### config.mk
export PLATFORM = sky130hd
export DESIGN_NAME = serial_word_collector
export DESIGN_NICKNAME = d
export VERILOG_FILES = /design/src/rtl/serial_word_collector.sv
export SDC_FILE = /design/constraint.sdc
export NUM_CORES = 1
export LEC_CHECK = 0
export ABC_CLOCK_PERIOD_IN_PS = 5000
export CORE_UTILIZATION = 35
export CTS_CLUSTER_DIAMETER = 40
export DETAILED_ROUTE_END_ITERATION = 16
export GPL_ROUTABILITY_DRIVEN = 0
export GPL_TIMING_DRIVEN = 0
export HOLD_SLACK_MARGIN = 0.06
export PLACE_DENSITY = 0.6
export SKIP_LAST_GASP = 1
export SLEW_MARGIN = 20
export SYNTH_ARGS = -nofsm -noshare
export SYNTH_HDL_FRONTEND = slang
export SYNTH_SLANG_ARGS = --single-unit
### constraint.sdc
create_clock -name clk -period 5 [get_ports clk]
set_clock_uncertainty 0.15 [all_clocks]
set_input_delay 1 -clock clk [delete_from_list [all_inputs] [get_ports clk]]
set_output_delay 1 -clock clk [all_outputs]
set_load 0.005 [all_outputs]
### src/rtl/serial_word_collector.sv
// Serial-to-parallel word collector: gathers one bit per handshake into WIDTH-bit
// words and presents them on a registered valid/ready port with a one-word pending buffer.
module serial_word_collector #(
  parameter int WIDTH     = 8,
  parameter bit MSB_FIRST = 1'b0
) (
  input  logic                     clk,
  input  logic                     reset,
  input  logic                     bit_in,
  input  logic                     bit_valid,
  output logic                     bit_ready,
  input  logic                     start,
  output logic [WIDTH-1:0]         word_out,
  output logic                     word_valid,
  input  logic                     word_ready,
  output logic [$clog2(WIDTH):0]   bit_count,
  output logic                     abort
);

  localparam int CW = $clog2(WIDTH) + 1;

  // Handshakes: a transfer happens on a rising edge where valid && ready are
  // both high; valid never waits on ready, and data is held while valid && !ready.

  logic [WIDTH-1:0] shreg;
  logic [WIDTH-1:0] next_word;
  logic [CW-1:0]    base;
  logic             pending;
  logic             accept;
  logic             restart;
  logic             out_free;
  logic             drain;
  logic             complete;
  int               pos;

  assign bit_ready = !reset && !pending;
  assign accept    = bit_valid && bit_ready;
  assign restart   = start && (bit_count != '0);
  assign out_free  = !word_valid || word_ready;
  assign drain     = word_valid && word_ready;

  // A start bit (or the first bit after a transfer) begins from an empty word.
  always_comb begin
    base      = start ? '0 : bit_count;
    pos       = MSB_FIRST ? (WIDTH - 1 - int'(base)) : int'(base);
    next_word = (base == '0) ? '0 : shreg;
    for (int i = 0; i < WIDTH; i++) begin
      if (i == pos) next_word[i] = bit_in;
    end
    complete  = accept && (base == CW'(WIDTH - 1));
  end

  always_ff @(posedge clk) begin
    if (reset) begin
      shreg      <= '0;
      bit_count  <= '0;
      pending    <= 1'b0;
      word_out   <= '0;
      word_valid <= 1'b0;
      abort      <= 1'b0;
    end else begin
      abort <= accept && restart;
      if (pending) begin
        // No bits are accepted while pending, so only the drain can move state.
        if (drain) begin
          word_out  <= shreg;
          pending   <= 1'b0;
          bit_count <= '0;
        end
      end else if (complete) begin
        if (out_free) begin
          word_out   <= next_word;
          word_valid <= 1'b1;
          bit_count  <= '0;
        end else begin
          shreg     <= next_word;
          pending   <= 1'b1;
          bit_count <= CW'(WIDTH);
        end
      end else begin
        if (accept) begin
          shreg     <= next_word;
          bit_count <= base + CW'(1);
        end
        if (drain) word_valid <= 1'b0;
      end
    end
  end

endmodule
# == After elaboration in Yosys (flattened, before gate mapping) ==
# Index checks and enable logic that the tools add are counted.
# totals
regBits,23
in_bits,6
out_inout_bits,15
wordCells,70
# op_classes
n_addsub,1
eq_ne,11
n_mux,29
bitwise_logic,1
reduce_logical,22
# op_table
operator,n
$mux 8,8
$mux 4,6
$eq 4x4->1 const A,4
$mux 1,15
$reduce_and 3->1,3
$eq 3x4->1 const A,2
$logic_not 4->1,2
$reduce_bool 2->1,4
$logic_and 1x1->1,6
$add 4x1->4 const B,1
$eq 2x4->1 const A,1
$eq 4x3->1 const B,1
$ne 2x2->1 const B,2
$reduce_bool 4->1,1
$logic_not 1->1,3
$reduce_bool 3->1,1
$ne 2x1->1 const B,1
$reduce_and 2->1,1
$logic_or 1x1->1,1
$not 1->1,1

# == Longest topological paths before layout ==
# Gate-level depths: netlist of run 1.
# depth
word_depth,7
depth_mapped,7
ltp_nobuf,4

# == Worst setup path before layout of run 1 ==
# No wires, ideal clock.
# synth_timing
path_kind,input-to-output
from,input reset
to,output bit_ready
t_arrival_ns,1.634
required_ns,3.850
path_slack_ns,2.216
stages,3
path_buffers,2
path_cell_list,clkbuf_1 clkbuf_1 nor2_1
# synth_between
elab_chain_len,2
# synth_rtl
item,line_no,source
start: declaration,8,"input logic reset,"
$logic_not 1->1,36,assign bit_ready = !reset && !pending;
$logic_and 1x1->1,36,
end: declaration,11,"output logic bit_ready,"
# Every way passes these cells.

# == Worst setup path after layout of run 1 ==
# Same ends and word-level chain as after synthesis.

==> flow_summary.toml, run 1 <==
[outcome]
status = "finished, final reports clean"

[synthesis]
muxShareOfSynthArea = 0
synth_top_family_by_area = "simple AND/OR/NAND/NOR gates"
yosys.area_share.simple = 0.280
synth_nets = 158
syn_area_um2 = 1280
yosys_register_bits = 23
yosysUniqueCellTypes = 43
seq_area_frac_synth = 0.359
synth-warning-count = 0
synth_xor_area_frac = 0.0137
synth_compound_area_frac = 0.277
synthAdderAreaFrac = 0
syn_avg_cell_area_um2 = 8.43
syn_inst = 152

[worst_hold_path]
hp-class = "reg2reg"

[timing]
timing.final.crit_share = 0.684
setup_viol_count_final = 0
finalWorstSetupSlack_ps = 1580
max_freq_mhz = 292
rsz0062_at_grt = "no"
slew_viol_final = 0
max_slew.worst_pin.slew_ps = 625
relSlewSlack = 0.581
tns_ps = 0
period_minus_slack_ps = 3420
hold_viol_final = 0

[clock_network]
root_buffer = "clkbuf_4"
cts_setup_buffers = 0
path_clk_slew_ps = 120
post_cts_resized = 0
cts_hold_buf = 0
numCtsBuffers = 3
tritoncts = "yes"
clk_latency_ps = 310
h-tree-depth = 1
cts_sinks = 23
clockBufferDepth = 2

[grt]
grt_pass1_vias = 1163
grt_use_total = 0.165
antenna_found_initial = 0
grt_pass1_wl_mm = 5.23
grt_max_degree = 13
grt-ovfl-total = 0

[job]
cap_viol_max_count = 0

[detailed_routing]
routed_wl_mm = 3.01
vias_per_cell = 5.50
wl_met1_mm = 1.45
drt_iter0_markers = 24
post_drt_wl_per_cell_um = 13.6
routed.top_layer = "met4"
wl_met2_mm = 1.44
drc = 0
dr.pass1.iters = 4
drt.antenna.violating_nets = 0
vias = 1215
met3_length_um = 93

[layout]
layout.nets = 182
layout.cells.most_common = "dfxtp_1"
layout-drive-gt1-share = 0.120
post-route-util = 0.455
areaGrowthSynthToFinish_pct = 21.4
mostFrequentLayoutCells = "23 x dfxtp_1, 21 x a21oi_1, 19 x clkdlybuf4s50_1"
antennaDiodeCount = 0
final_cells = 221

[floorplan]
start_util = 0.375
die_y_um = 62.5
io_pins = 21
die_w_um = 62.5
fp.coreArea_um2 = 3420
num_rows = 21
die-area_um2 = 3910

[setup_path]
crit_type = "in2out"
cp.required_ps = 3850
cp_max_fo = 10
worstPathArrival_ps = 2270
cp-end-kind = "output port"
worst_setup_path_start_kind = "primary input"

[pwr]
power_density_nw_per_um2 = 208
ir_worst_vdd_mv = 0.0819
power_leakage_nw = 0.514

[place]
hpwl_mm = 2.27
dp_cells = 217
io_buffers = 19
dpl_worst_slack_ps = 1590
==> final timing paths <==
| path | to | from | cells past startpoint | slack (ps) |
|---|---|---|---|---|
| min | word_out[3]$_SDFFE_PP0P_ | word_out[3]$_SDFFE_PP0P_ | 2 | 310 |
| max | bit_ready | reset | 4 | 1580 |
| max reg2reg | shreg[2]$_SDFFE_PP0P_ | bit_count[2]$_SDFFE_PP0P_ | 5 | 3080 |
| min reg2reg | word_out[3]$_SDFFE_PP0P_ | word_out[3]$_SDFFE_PP0P_ | 2 | 310 |
==> synth_stat cells (all sizes together) <==
cell type	instances	area (µm²)
and4b	1	10.0
o31a	1	8.76
o2111ai	1	8.76
nand3b	2	15.0
nand4b	2	32.5
nor3b	2	20.0
a22o	1	8.76
xnor2	2	17.5
o31ai	2	20.0
a31o	2	17.5
nor2b	6	37.5
nor3	5	25.0
nor4b	1	23.8
o211ai	3	22.5
a311oi	1	15.0
and3	1	6.26
a22oi	1	7.51
inv	2	7.51
a21oi	21	105
or3b	2	17.5
nand2	6	22.5
or4b	1	10.0
nor4	2	27.5
dfxtp	23	460
nand3	1	5.00
nor2	16	62.6
buf	6	51.3
nand4	5	31.3
clkbuf	8	30.0
o221a	1	11.3
nand2b	2	12.5
o21ai	15	75.1
a211oi	5	42.5
a31oi	2	12.5
==> critical path, stage by stage <==
cell and delay (ps):
clkbuf_1 310, clkbuf_1 420, nor2_1 80, clkdlybuf4s50_1 460
==> sequential cells by signal (all words and copies together) (netlist names) <==
signal / count
bit_count: 4
abort: 1
pending: 1
word_valid: 1
shreg: 8
word_out: 8
==> stage by stage <==
stage	power (mW)	cell area [µm²]	hold slack, ps
finish	0.324	1560	310
global route	0.341	1560	342
CTS	0.327	1560	315
detailed placement	0.242	1530	297
global placement	0.241	1530	289
floorplan	0.225	1280	296
==> layout make-up <==
| type | instances | area (µm²) |
|---|---|---|
| inverter | 2 | 7.51 |
| tap | 46 | 57.6 |
| clock buffer | 4 | 26.3 |
| sequential | 23 | 460 |
| multi-input combinational | 113 | 732 |
| fill | 366 | 1860 |
| timing repair buffer | 19 | 190 |
| buffer | 14 | 81.3 |
==> logic make-up after synthesis <==
group                  count (synthesis)
buffers and inverters                 16
XOR/XNOR                               2
AND/OR/NAND/NOR                       55
AO/OA/AOI/OAI                         56
flip-flops                            23
==> report_power, final <==
group / internal (mW) / switching (mW)
sequential: 0.185 / 0.00115
combinational: 0.0218 / 0.0295
clock: 0.0311 / 0.0549
total: 0.238 / 0.0856
==> layer usage <==
metal  vias to the layer above  GRT usage
li1                        611          -
met1                       574      0.212
met2                        26      0.284
met3                         4     0.0219
met4                         0     0.0494
met5                         -          0
Power figures use the tool's default switching activity.
==> run 2, diff against run 1 <==
- ABC_CLOCK_PERIOD_IN_PS: 5000 -> 2800
- PLACE_DENSITY: 0.6 -> 0.62
- clock period: 5 -> 2.8 ns (I/O delays scaled with it)
==> run 2 against run 1 <==
Against the previous run:
- via count grew 1.3%
- non-clock buffer count is the same
- first-iteration DRC count grew to 2.7 times the previous value
- utilization is the same
- sequential power grew 78%
- clock-buffer cell count is the same
- hold slack gained 1.7 ps
- sequential share of layout area is the same
- register-to-register slack lost 2300 ps
- worst setup slack lost 1300 ps
- global-route usage grew 0.53 points
- critical path type unchanged
- power grew 80%
==> flow_summary.toml, run 2 (synthesis results as in run 1) <==
[floorplan]
die-area_um2 = 3910
start_util = 0.375
die_w_um = 62.5
fp.coreArea_um2 = 3420
num_rows = 21
io_pins = 21
die_y_um = 62.5

[detailed_routing]
wl_met1_mm = 1.46
vias_per_cell = 5.57
vias = 1231
drc = 0
dr.pass1.iters = 4
drt.antenna.violating_nets = 0
met3_length_um = 204
drt_iter0_markers = 64
routed_wl_mm = 3.13
routed.top_layer = "met4"
post_drt_wl_per_cell_um = 14.2
wl_met2_mm = 1.40

[grt]
grt_max_degree = 13
grt-ovfl-total = 0
grt_pass1_vias = 1126
antenna_found_initial = 0
grt_pass1_wl_mm = 5.30
grt_use_total = 0.170

[setup_path]
worstPathArrival_ps = 1850
cpMaxStageDelayCell = "clkdlybuf4s50_1"
crit_family = "buffers and inverters"
max_stage_delay_ps = 450
cp.required_ps = 2090
critical_path_buf_inv_count = 3
crit_top_cell = "clkbuf_1"
worst_setup_path_start_kind = "primary input"
cp-end-kind = "output port"
path_cells = "clkbuf_1, clkbuf_1, nor2_1, clkdlybuf4s50_1"
reg2reg_slack_ps = 830
setup.worst_path.start = "reset"
r2r-start = "bit_count[2]$_SDFFE_PP0P_"
crit_type = "in2out"
cp_max_fo = 10

[timing]
slew_viol_final = 0
rsz0062_at_grt = "no"
tns_ps = 0
period_minus_slack_ps = 2560
max_freq_mhz = 390
setup_viol_count_final = 0
relSlewSlack = 0.548
max_slew.worst_pin.slew_ps = 674
timing.final.crit_share = 0.915
hold_viol_final = 0

[job]
cap_viol_max_count = 0

[outcome]
status = "finished, final reports clean"

[layout]
antennaDiodeCount = 0
nFillCells = 344
layout.cells.most_common = "dfxtp_1"
layout.nets = 182
mostFrequentLayoutCells = "23 x dfxtp_1, 21 x a21oi_1, 19 x clkdlybuf4s50_1"
largestRegisters = "shreg: 8 flops, word_out: 8 flops, bit_count: 4 flops"
layout-drive-gt1-share = 0.120
areaGrowthSynthToFinish_pct = 21.4

[clock_network]
h-tree-depth = 1
post_cts_resized = 0
root_buffer = "clkbuf_4"
cts_sinks = 23
clockBufferDepth = 2
cts_hold_buf = 0
clk_latency_ps = 320
path_clk_slew_ps = 120
tritoncts = "yes"
numCtsBuffers = 3
cts_setup_buffers = 0

[pwr]
total_power_mw = 0.582
power_density_nw_per_um2 = 374
ir_worst_vdd_mv = 0.144
power_leakage_nw = 0.514

[worst_hold_path]
holdCritStartpoint = "word_out[5]$_SDFFE_PP0P_"
hp-class = "reg2reg"

[place]
hpwl_mm = 2.25
io_buffers = 19
==> run 2: cell counts in the layout (fill, tap and decap cells not counted) <==
No cell type changed its count.
==> run 2: final timing paths <==
kind                               to  cells after the start
min reg2reg  word_out[5]$_SDFFE_PP0P_                      2
max                         bit_ready                      4
min          word_out[5]$_SDFFE_PP0P_                      2
max reg2reg     shreg[1]$_SDFFE_PP0P_                      5
==> run 2: layer usage <==
layer | global-route usage | vias to the layer above
li1 | - | 608
met1 | 0.220 | 569
met2 | 0.269 | 47
met3 | 0.0347 | 7
met4 | 0.0814 | 0
met5 | 0 | -
==> run 2: report_power, final <==
group          internal [mW]  switching, mW
Clock                 0.0558          0.100
Sequential             0.331        0.00218
Combinational         0.0389         0.0544
==> run 2: tightest hold or removal path, cell delays in order, from the launching register on <==
cell and delay, ps:
dfxtp_1 330, nand2_1 50, a21oi_1 50
==> run 2: per-stage QoR <==
step	setup WS, ps	area, µm²	utilization	hold WS (ps)	cells
after detailed placement	249	1530	0.448	300	217
after CTS	255	1560	0.455	318	221
after global placement	246	1530	0.448	290	217
after floorplan	856	1280	-	296	152
after global routing	174	1560	0.455	354	221
final	238	1560	0.455	311	221
==> run 2: cell type report <==
type	count	area, µm²	area share
Buffer	14	81.3	0.0523
Tap cell	46	57.6	0.0370
Multi-Input combinational cell	113	732	0.471
Clock buffer	4	26.3	0.0169
Timing Repair Buffer	19	190	0.122
Sequential cell	23	460	0.296
Inverter	2	7.51	0.00483
==> run 3, diff against run 2 <==
- ABC_CLOCK_PERIOD_IN_PS: 2800 -> 2700
- CTS_CLUSTER_DIAMETER: 40 -> 200
- PLACE_DENSITY: 0.62 -> 0.6
- SKIP_CTS_REPAIR_TIMING: not set -> 1
- clock period: 2.8 -> 2.7 ns (I/O delays scaled with it)
==> results of run 3 <==
The final DEF is identical to that of run 1. Status: finished, final reports clean.
Main changes from that run: setup slack after placement 1590 ps -> 135 ps; setup slack after layout 1580 ps -> 200 ps; register-to-register setup slack 3080 ps -> 780 ps; total power 0.324 mW -> 0.600 mW; worst IR drop on VDD 0.0819 mV -> 0.152 mV
